### src/rtl/hazard_ctrl_pkg.sv
// Shared pipeline definitions for the hazard controller:
// the FSM state encoding, the memory-wait timeout and the event-counter width.
package hazard_ctrl_pkg;

    typedef enum logic [1:0] {
        ST_RUN        = 2'd0,
        ST_MEM_WAIT   = 2'd1,
        ST_REDIR_PEND = 2'd2
    } state_e;

    localparam int               CNT_W        = 16;
    localparam int               WAIT_W       = 8;
    localparam logic [WAIT_W-1:0] WAIT_TIMEOUT = 8'd255;

    // Increment that sticks at all-ones instead of wrapping.
    function automatic logic [CNT_W-1:0] sat_inc(input logic [CNT_W-1:0] v, input logic en);
        return (en && (v != '1)) ? v + CNT_W'(1) : v;
    endfunction

endpackage

### src/rtl/hazard_cmp.sv
// Load-use comparator: flags an ID-stage read of the register a load in EX is writing.
// Register x0 is hardwired to zero, so it can never be the source of a hazard.
module hazard_cmp (
    input  logic       mem_read_i,
    input  logic [4:0] rd_addr_i,
    input  logic [4:0] rs1_addr_i,
    input  logic [4:0] rs2_addr_i,
    input  logic       rs1_used_i,
    input  logic       rs2_used_i,
    output logic       load_use_o
);

    logic rs1_hit;
    logic rs2_hit;

    assign rs1_hit    = rs1_used_i && (rs1_addr_i == rd_addr_i);
    assign rs2_hit    = rs2_used_i && (rs2_addr_i == rd_addr_i);
    assign load_use_o = mem_read_i && (rd_addr_i != 5'd0) && (rs1_hit || rs2_hit);

endmodule

### src/rtl/hazard_ctrl.sv
// Pipeline hazard controller: load-use stalls, redirect flushes and data-memory wait stalls,
// with a deferred redirect when a branch resolves while memory is stalling the pipe.
//
// state         | meaning
// ST_RUN        | normal flow; load-use and redirect handled directly
// ST_MEM_WAIT   | data memory busy; whole pipe frozen, redirect deferred into pend_q
// ST_REDIR_PEND | one-cycle flush of IF/ID and ID/EX for the deferred redirect
module hazard_ctrl
    import hazard_ctrl_pkg::*;
(
    input  logic             clk,
    input  logic             rst_n,
    input  logic             MemRead_ex,
    input  logic [4:0]       rdAddr_ex,
    input  logic [4:0]       rs1Addr_id,
    input  logic [4:0]       rs2Addr_id,
    input  logic             rs1Used_id,
    input  logic             rs2Used_id,
    input  logic             Redirect_ex,
    input  logic             dmem_req,
    input  logic             dmem_ready,
    output logic             PC_stall,
    output logic             IFID_stall,
    output logic             IDEX_stall,
    output logic             EXMEM_stall,
    output logic             IFID_flush,
    output logic             IDEX_flush,
    output logic             mem_timeout,
    output logic [CNT_W-1:0] stall_cnt,
    output logic [CNT_W-1:0] flush_cnt
);

    state_e            state_q;
    logic              pend_q;
    logic [WAIT_W-1:0] wait_cnt_q;
    logic              mem_timeout_q;
    logic [CNT_W-1:0]  stall_cnt_q;
    logic [CNT_W-1:0]  flush_cnt_q;

    logic load_use;
    logic mem_wait;

    hazard_cmp u_cmp (
        .mem_read_i (MemRead_ex),
        .rd_addr_i  (rdAddr_ex),
        .rs1_addr_i (rs1Addr_id),
        .rs2_addr_i (rs2Addr_id),
        .rs1_used_i (rs1Used_id),
        .rs2_used_i (rs2Used_id),
        .load_use_o (load_use)
    );

    assign mem_wait = dmem_req && !dmem_ready;

    // Hazard responses act in the same cycle, so they are decoded combinationally.
    always_comb begin
        PC_stall    = 1'b0;
        IFID_stall  = 1'b0;
        IDEX_stall  = 1'b0;
        EXMEM_stall = 1'b0;
        IFID_flush  = 1'b0;
        IDEX_flush  = 1'b0;
        if (!rst_n) begin
            IFID_flush = 1'b1;
            IDEX_flush = 1'b1;
        end else if (mem_wait) begin
            PC_stall    = 1'b1;
            IFID_stall  = 1'b1;
            IDEX_stall  = 1'b1;
            EXMEM_stall = 1'b1;
        end else begin
            case (state_q)
                ST_RUN: begin
                    if (Redirect_ex) begin
                        IFID_flush = 1'b1;
                        IDEX_flush = 1'b1;
                    end else if (load_use) begin
                        PC_stall   = 1'b1;
                        IFID_stall = 1'b1;
                        IDEX_flush = 1'b1;
                    end
                end
                ST_MEM_WAIT: begin
                    // Exit cycle: a redirect here is deferred, otherwise load-use still applies.
                    if (!Redirect_ex && load_use) begin
                        PC_stall   = 1'b1;
                        IFID_stall = 1'b1;
                        IDEX_flush = 1'b1;
                    end
                end
                ST_REDIR_PEND: begin
                    IFID_flush = 1'b1;
                    IDEX_flush = 1'b1;
                end
                default: ;
            endcase
        end
    end

    always_ff @(posedge clk) begin
        if (!rst_n) begin
            state_q       <= ST_RUN;
            pend_q        <= 1'b0;
            wait_cnt_q    <= '0;
            mem_timeout_q <= 1'b0;
            stall_cnt_q   <= '0;
            flush_cnt_q   <= '0;
        end else begin
            stall_cnt_q <= sat_inc(stall_cnt_q, PC_stall);
            flush_cnt_q <= sat_inc(flush_cnt_q, IDEX_flush);
            case (state_q)
                ST_RUN: begin
                    if (mem_wait) begin
                        state_q    <= ST_MEM_WAIT;
                        wait_cnt_q <= '0;
                        pend_q     <= Redirect_ex;
                    end
                end
                ST_MEM_WAIT: begin
                    if (wait_cnt_q != WAIT_TIMEOUT) begin
                        wait_cnt_q <= wait_cnt_q + WAIT_W'(1);
                    end
                    // Flag goes up as the count lands on the timeout value; the stall is kept.
                    if (wait_cnt_q == WAIT_TIMEOUT - WAIT_W'(1)) begin
                        mem_timeout_q <= 1'b1;
                    end
                    if (Redirect_ex) begin
                        pend_q <= 1'b1;
                    end
                    if (!mem_wait) begin
                        state_q <= (pend_q || Redirect_ex) ? ST_REDIR_PEND : ST_RUN;
                    end
                end
                ST_REDIR_PEND: begin
                    // A new memory wait here postpones the flush; pend_q stays set.
                    if (mem_wait) begin
                        state_q    <= ST_MEM_WAIT;
                        wait_cnt_q <= '0;
                    end else begin
                        pend_q  <= 1'b0;
                        state_q <= ST_RUN;
                    end
                end
                default: state_q <= ST_RUN;
            endcase
        end
    end

    assign mem_timeout = mem_timeout_q;
    assign stall_cnt   = stall_cnt_q;
    assign flush_cnt   = flush_cnt_q;

endmodule

### config.mk
export PLATFORM = sky130hd
export DESIGN_NAME = hazard_ctrl
export DESIGN_NICKNAME = d
export VERILOG_FILES = /design/src/rtl/hazard_ctrl_pkg.sv /design/src/rtl/hazard_cmp.sv /design/src/rtl/hazard_ctrl.sv
export SDC_FILE = /design/constraint.sdc
export NUM_CORES = 1
export LEC_CHECK = 0
export CAP_MARGIN = 15
export CORE_UTILIZATION = 51
export CTS_BUF_LIST = sky130_fd_sc_hd__clkbuf_2
export DETAILED_ROUTE_END_ITERATION = 12
export PLACE_DENSITY = 0.82
export SETUP_SLACK_MARGIN = 0.05
export SKIP_LAST_GASP = 1
export SYNTH_ARGS = -nofsm -noshare
export SYNTH_HDL_FRONTEND = slang
export SYNTH_HIERARCHICAL = 1
export SYNTH_SLANG_ARGS = --single-unit
### constraint.sdc
create_clock -name clk -period 3.3 [get_ports clk]
set_input_delay 0.66 -clock clk [delete_from_list [all_inputs] [get_ports clk]]
set_output_delay 0.66 -clock clk [all_outputs]
set_load 0.05 [all_outputs]
==> metrics.md, run 1 <==
| Metric | Value |
|---|---|
| Outcome | finished, final reports clean |
| Drt first pass iters | 6 |
| Unique masters post-synth | 51 |
| Int Power | 0.673 mW |
| Commonest non-fill, non-tap cell in the layout | clkdlybuf4s50_1 |
| Worst skew pair latency | 0.44 ns |
| Fill cells | 399 |
| Area Growth Syn to Fin | 33.4% |
| Clock Skews | 0.0209 ns |
| Vias/cell | 5.73 |
| Placement Cell Area | 0.00328 mm^2 |
| Part of the cycle the worst path needs | a little over nine tenths |
| Synthesized area per cell | 8.44 um^2 |
| Static Leak | ~1.2 nW |
| Layout Cells excl Fill | 440 |
| Slew HR | 65.0% |
| Crit Path Class | in2out |
| Total Wirelength | 6.15 mm |
| Share of async-settable or async-resettable flops after synthesis | 0% |
| First-pass GRT wire length | 10.1 mm |
| Overflow after GRT | 0 |
| Initial antenna violation count | 0 |
| Worst Setup Start Kind | input pin |
| Layout cells sized above 1 | 11.8% |
| YS warnings | 6 |
| CTS Buf Count | 5 |
| Fin. Hold Viols | 0 |
| Seq pwr share | 57.0% |
| Syn nets | roughly 330 |
| Layout Nets | 403 |
| Die width | 72.7 um |
| RSZ-0062 raised after global routing | false |
| Flops & latches, synth | 44 |
| Ant diodes | 0 |
| Post-route DRC | 0 |
| Design area | 0.00340 mm^2 |
| Power per Cell Area | approximately 280 mW/mm^2 |
| Placed cell count | 428 |
| Largest net degree at the start of global routing | 26 |
| DPL Wire Length | 4.48 mm |
| Routability cong. | between 0.8 and 0.9 |
| Tot Pwr | 0.963 mW |
| Setup Viol. Count Final | 0 |
| Hold Crit Class | reg2reg |
| Initial Util | 53.6% |
| Sequential area share after synthesis | 34.6% |
| Largest fanout on the critical path | 3 |
| Net Sw Frac | between 30% and 40% |
| Combinational share of power | 18.9% |
| Area of the core | 0.00475 mm^2 |
| EDFF count, synth | 0 |
| Highest clock rate | 315 MHz |
| Mapped Cells | a little over 300 |
| Chip height | 72.7 um |
| Hold_ws | 0.520 ns |
| Post-layout min period | ~3.2 ns |
| Clock buffer depth | 2 |
| Worst-margin pin slew | 0.521 ns |
| ANT nets after route | 0 |
| Num Clock Sinks | 44 |
| Die footprint | 0.00528 mm^2 |
| PortBufs | 61 |
| Synth Flop Type | dfxtp_1 |
| Commonest non-fill, non-tap cells in the layout | clkdlybuf4s50_1 (48), dfxtp_1 (44), nand2_1 (30) |
| Via Count | between 2000 and 3000 |
| Cell row count | 25 |
| VDD IR-drop max | between 150 and 200 uV |
| Arr. time, crit path | about 2.5 ns |
| GRT Overall Usage | 24.2% |
| Root Buffer | clkbuf_2 |
| Htree depth | 2 |
| Area of the mapped netlist | 0.00255 mm^2 |
| Clock power frac | 24.1% |
| Vias in the first global route | 2287 |
| WP data required | 2.64 ns |
| CP Capture Type | output pin |
| Routed len/inst | 14.0 um |
| Drt initial violations | 140 |
| I/O pin count | a little over 60 |
| Max-capacitance violation count | 0 |
| CTS tree | built |
| Slew Limit Fails | 0 |
| Net Switching | 0.290 mW |
| Reg clk slew, reported paths | approximately 0.21 ns |
==> per-layer routing <==
| layer | share of wire [%] | global-route usage, % | vias up |
|---|---|---|---|
| met1 | 42 | 28.5 | 1175 |
| met5 | 0 | 0 | - |
| li1 | - | - | 1246 |
| met4 | 1.5 | 8.50 | 0 |
| met3 | 5.3 | 4.70 | 8 |
| met2 | 51 | 43.7 | 93 |
==> synth_stat cells, types with 2 or more instances <==
library cell | n | area, um^2
nor3_2 | 2 | 20.0
xor2_1 | 10 | 87.6
inv_1 | 12 | 45.0
a211oi_1 | 4 | 30.0
o41ai_1 | 2 | 17.5
dfxtp_1 | 44 | 881
and4_1 | 3 | 26.3
buf_4 | 3 | 22.5
ha_1 | 8 | 100
nor3_1 | 5 | 25.0
nand2_1 | 31 | 116
clkbuf_1 | 4 | 15.0
or3_1 | 7 | 43.8
or4_1 | 6 | 45.0
mux2i_1 | 8 | 80.1
nor2_1 | 28 | 105
and3_1 | 3 | 18.8
o21ai_0 | 11 | 55.1
nand3_1 | 17 | 85.1
nand2b_1 | 7 | 43.8
nor2b_1 | 3 | 18.8
o311ai_0 | 2 | 17.5
nand4_1 | 9 | 56.3
a21oi_1 | 19 | 95.1
nor4_1 | 5 | 31.3
o211ai_1 | 3 | 22.5
o21ai_1 | 5 | 25.0
xnor2_1 | 11 | 96.3
nor4_2 | 3 | 37.5
o31ai_1 | 6 | 45.0
==> stage by stage <==
stage | TNS (ns) | utilization [%] | setup WS, ns
2_1_floorplan | 0 | - | 0.263
3_3_place_gp | 0 | 69.1 | 0.00667
3_5_place_dp | -0.262 | 69.1 | -0.0690
4_1_cts | 0 | 70.4 | 0.0544
5_1_grt | 0 | 71.5 | 0.0646
6_report | 0 | 71.5 | 0.126
==> power by group through the flow <==
stage / logic [mW] / registers [mW] / clock network, mW
2_1_floorplan: 0.0862 / 0.573 / 0
3_3_place_gp: 0.169 / 0.558 / 0
3_5_place_dp: 0.174 / 0.559 / 0
4_1_cts: 0.177 / 0.549 / 0.237
5_1_grt: 0.194 / 0.551 / 0.258
6_report: 0.182 / 0.549 / 0.232
==> critical path: stages <==
cell and delay (ns):
dlygate4sd2_1 0.27, or4_4 0.53, o21ai_2 0.15, a21oi_2 0.06
buf_4 0.13, or3_4 0.34, o2111ai_4 0.12, nand2_2 0.09
buf_6 0.16
==> layout make-up <==
| type | instances | area [um^2] | area share [%] |
|---|---|---|---|
| flip-flops and latches | 44 | 881 | 25.9 |
| clock inverters | 2 | 11.3 | 0.331 |
| multi-input cells | 238 | 1610 | 47.5 |
| repair buffers | 71 | 734 | 21.6 |
| inverters | 12 | 45.0 | 1.33 |
| clock buffers | 6 | 30.0 | 0.884 |
| well taps | 67 | 83.8 | 2.47 |
==> registers in the layout, summed over array words and instances (netlist names) <==
signal,cells
flush_cnt,16
mem_timeout,1
pend_q,1
stall_cnt,16
state_q,2
wait_cnt_q,8
==> cells by family (layout without fill, tap and decap cells) <==
| family | count (synthesis) | count (layout) | share of synthesized area [%] |
|---|---|---|---|
| fa+ha+maj | 8 | 8 | 3.93 |
| xor+xnor | 21 | 21 | 7.22 |
| mux | 8 | 8 | 3.14 |
| flops | 44 | 44 | 34.6 |
| buf+inv | 20 | 91 | 3.39 |
| compound gates | 61 | 61 | 16.5 |
| simple gates | 140 | 140 | 31.2 |
==> worst paths after layout <==
check                     start             to  slack, ns  depth (start not counted)
hold / removal    stall_cnt[13]  stall_cnt[13]       0.52                          2
hold reg to reg   stall_cnt[13]  stall_cnt[13]       0.52                          2
setup / recovery   rdAddr_ex[0]     IDEX_flush       0.13                          9
setup reg to reg     state_q[1]   stall_cnt[5]       0.94                          9
==> repair_timing <==
action / 4_1_cts / 5_1_grt
hold buffers: 0 / 0
setup buffers: 0 / 4
gates cloned: 0 / 0
pin swaps: 0 / 5
gates resized for setup: 8 / 7
setup endpoints to repair: 3 / 3
Note: power is estimated with default switching activity, not from simulation.
==> run 2, diff against run 1 <==
--- a/config.mk
+++ b/config.mk
@@ -5,6 +5,7 @@
 export SDC_FILE = /design/constraint.sdc
 export NUM_CORES = 1
 export LEC_CHECK = 0
+export ABC_CLOCK_PERIOD_IN_PS = 3300
 export CAP_MARGIN = 15
 export CORE_UTILIZATION = 51
 export CTS_BUF_LIST = sky130_fd_sc_hd__clkbuf_2
==> results of run 2 <==
No change in the layout: final DEF, timing and power equal those of run 1.
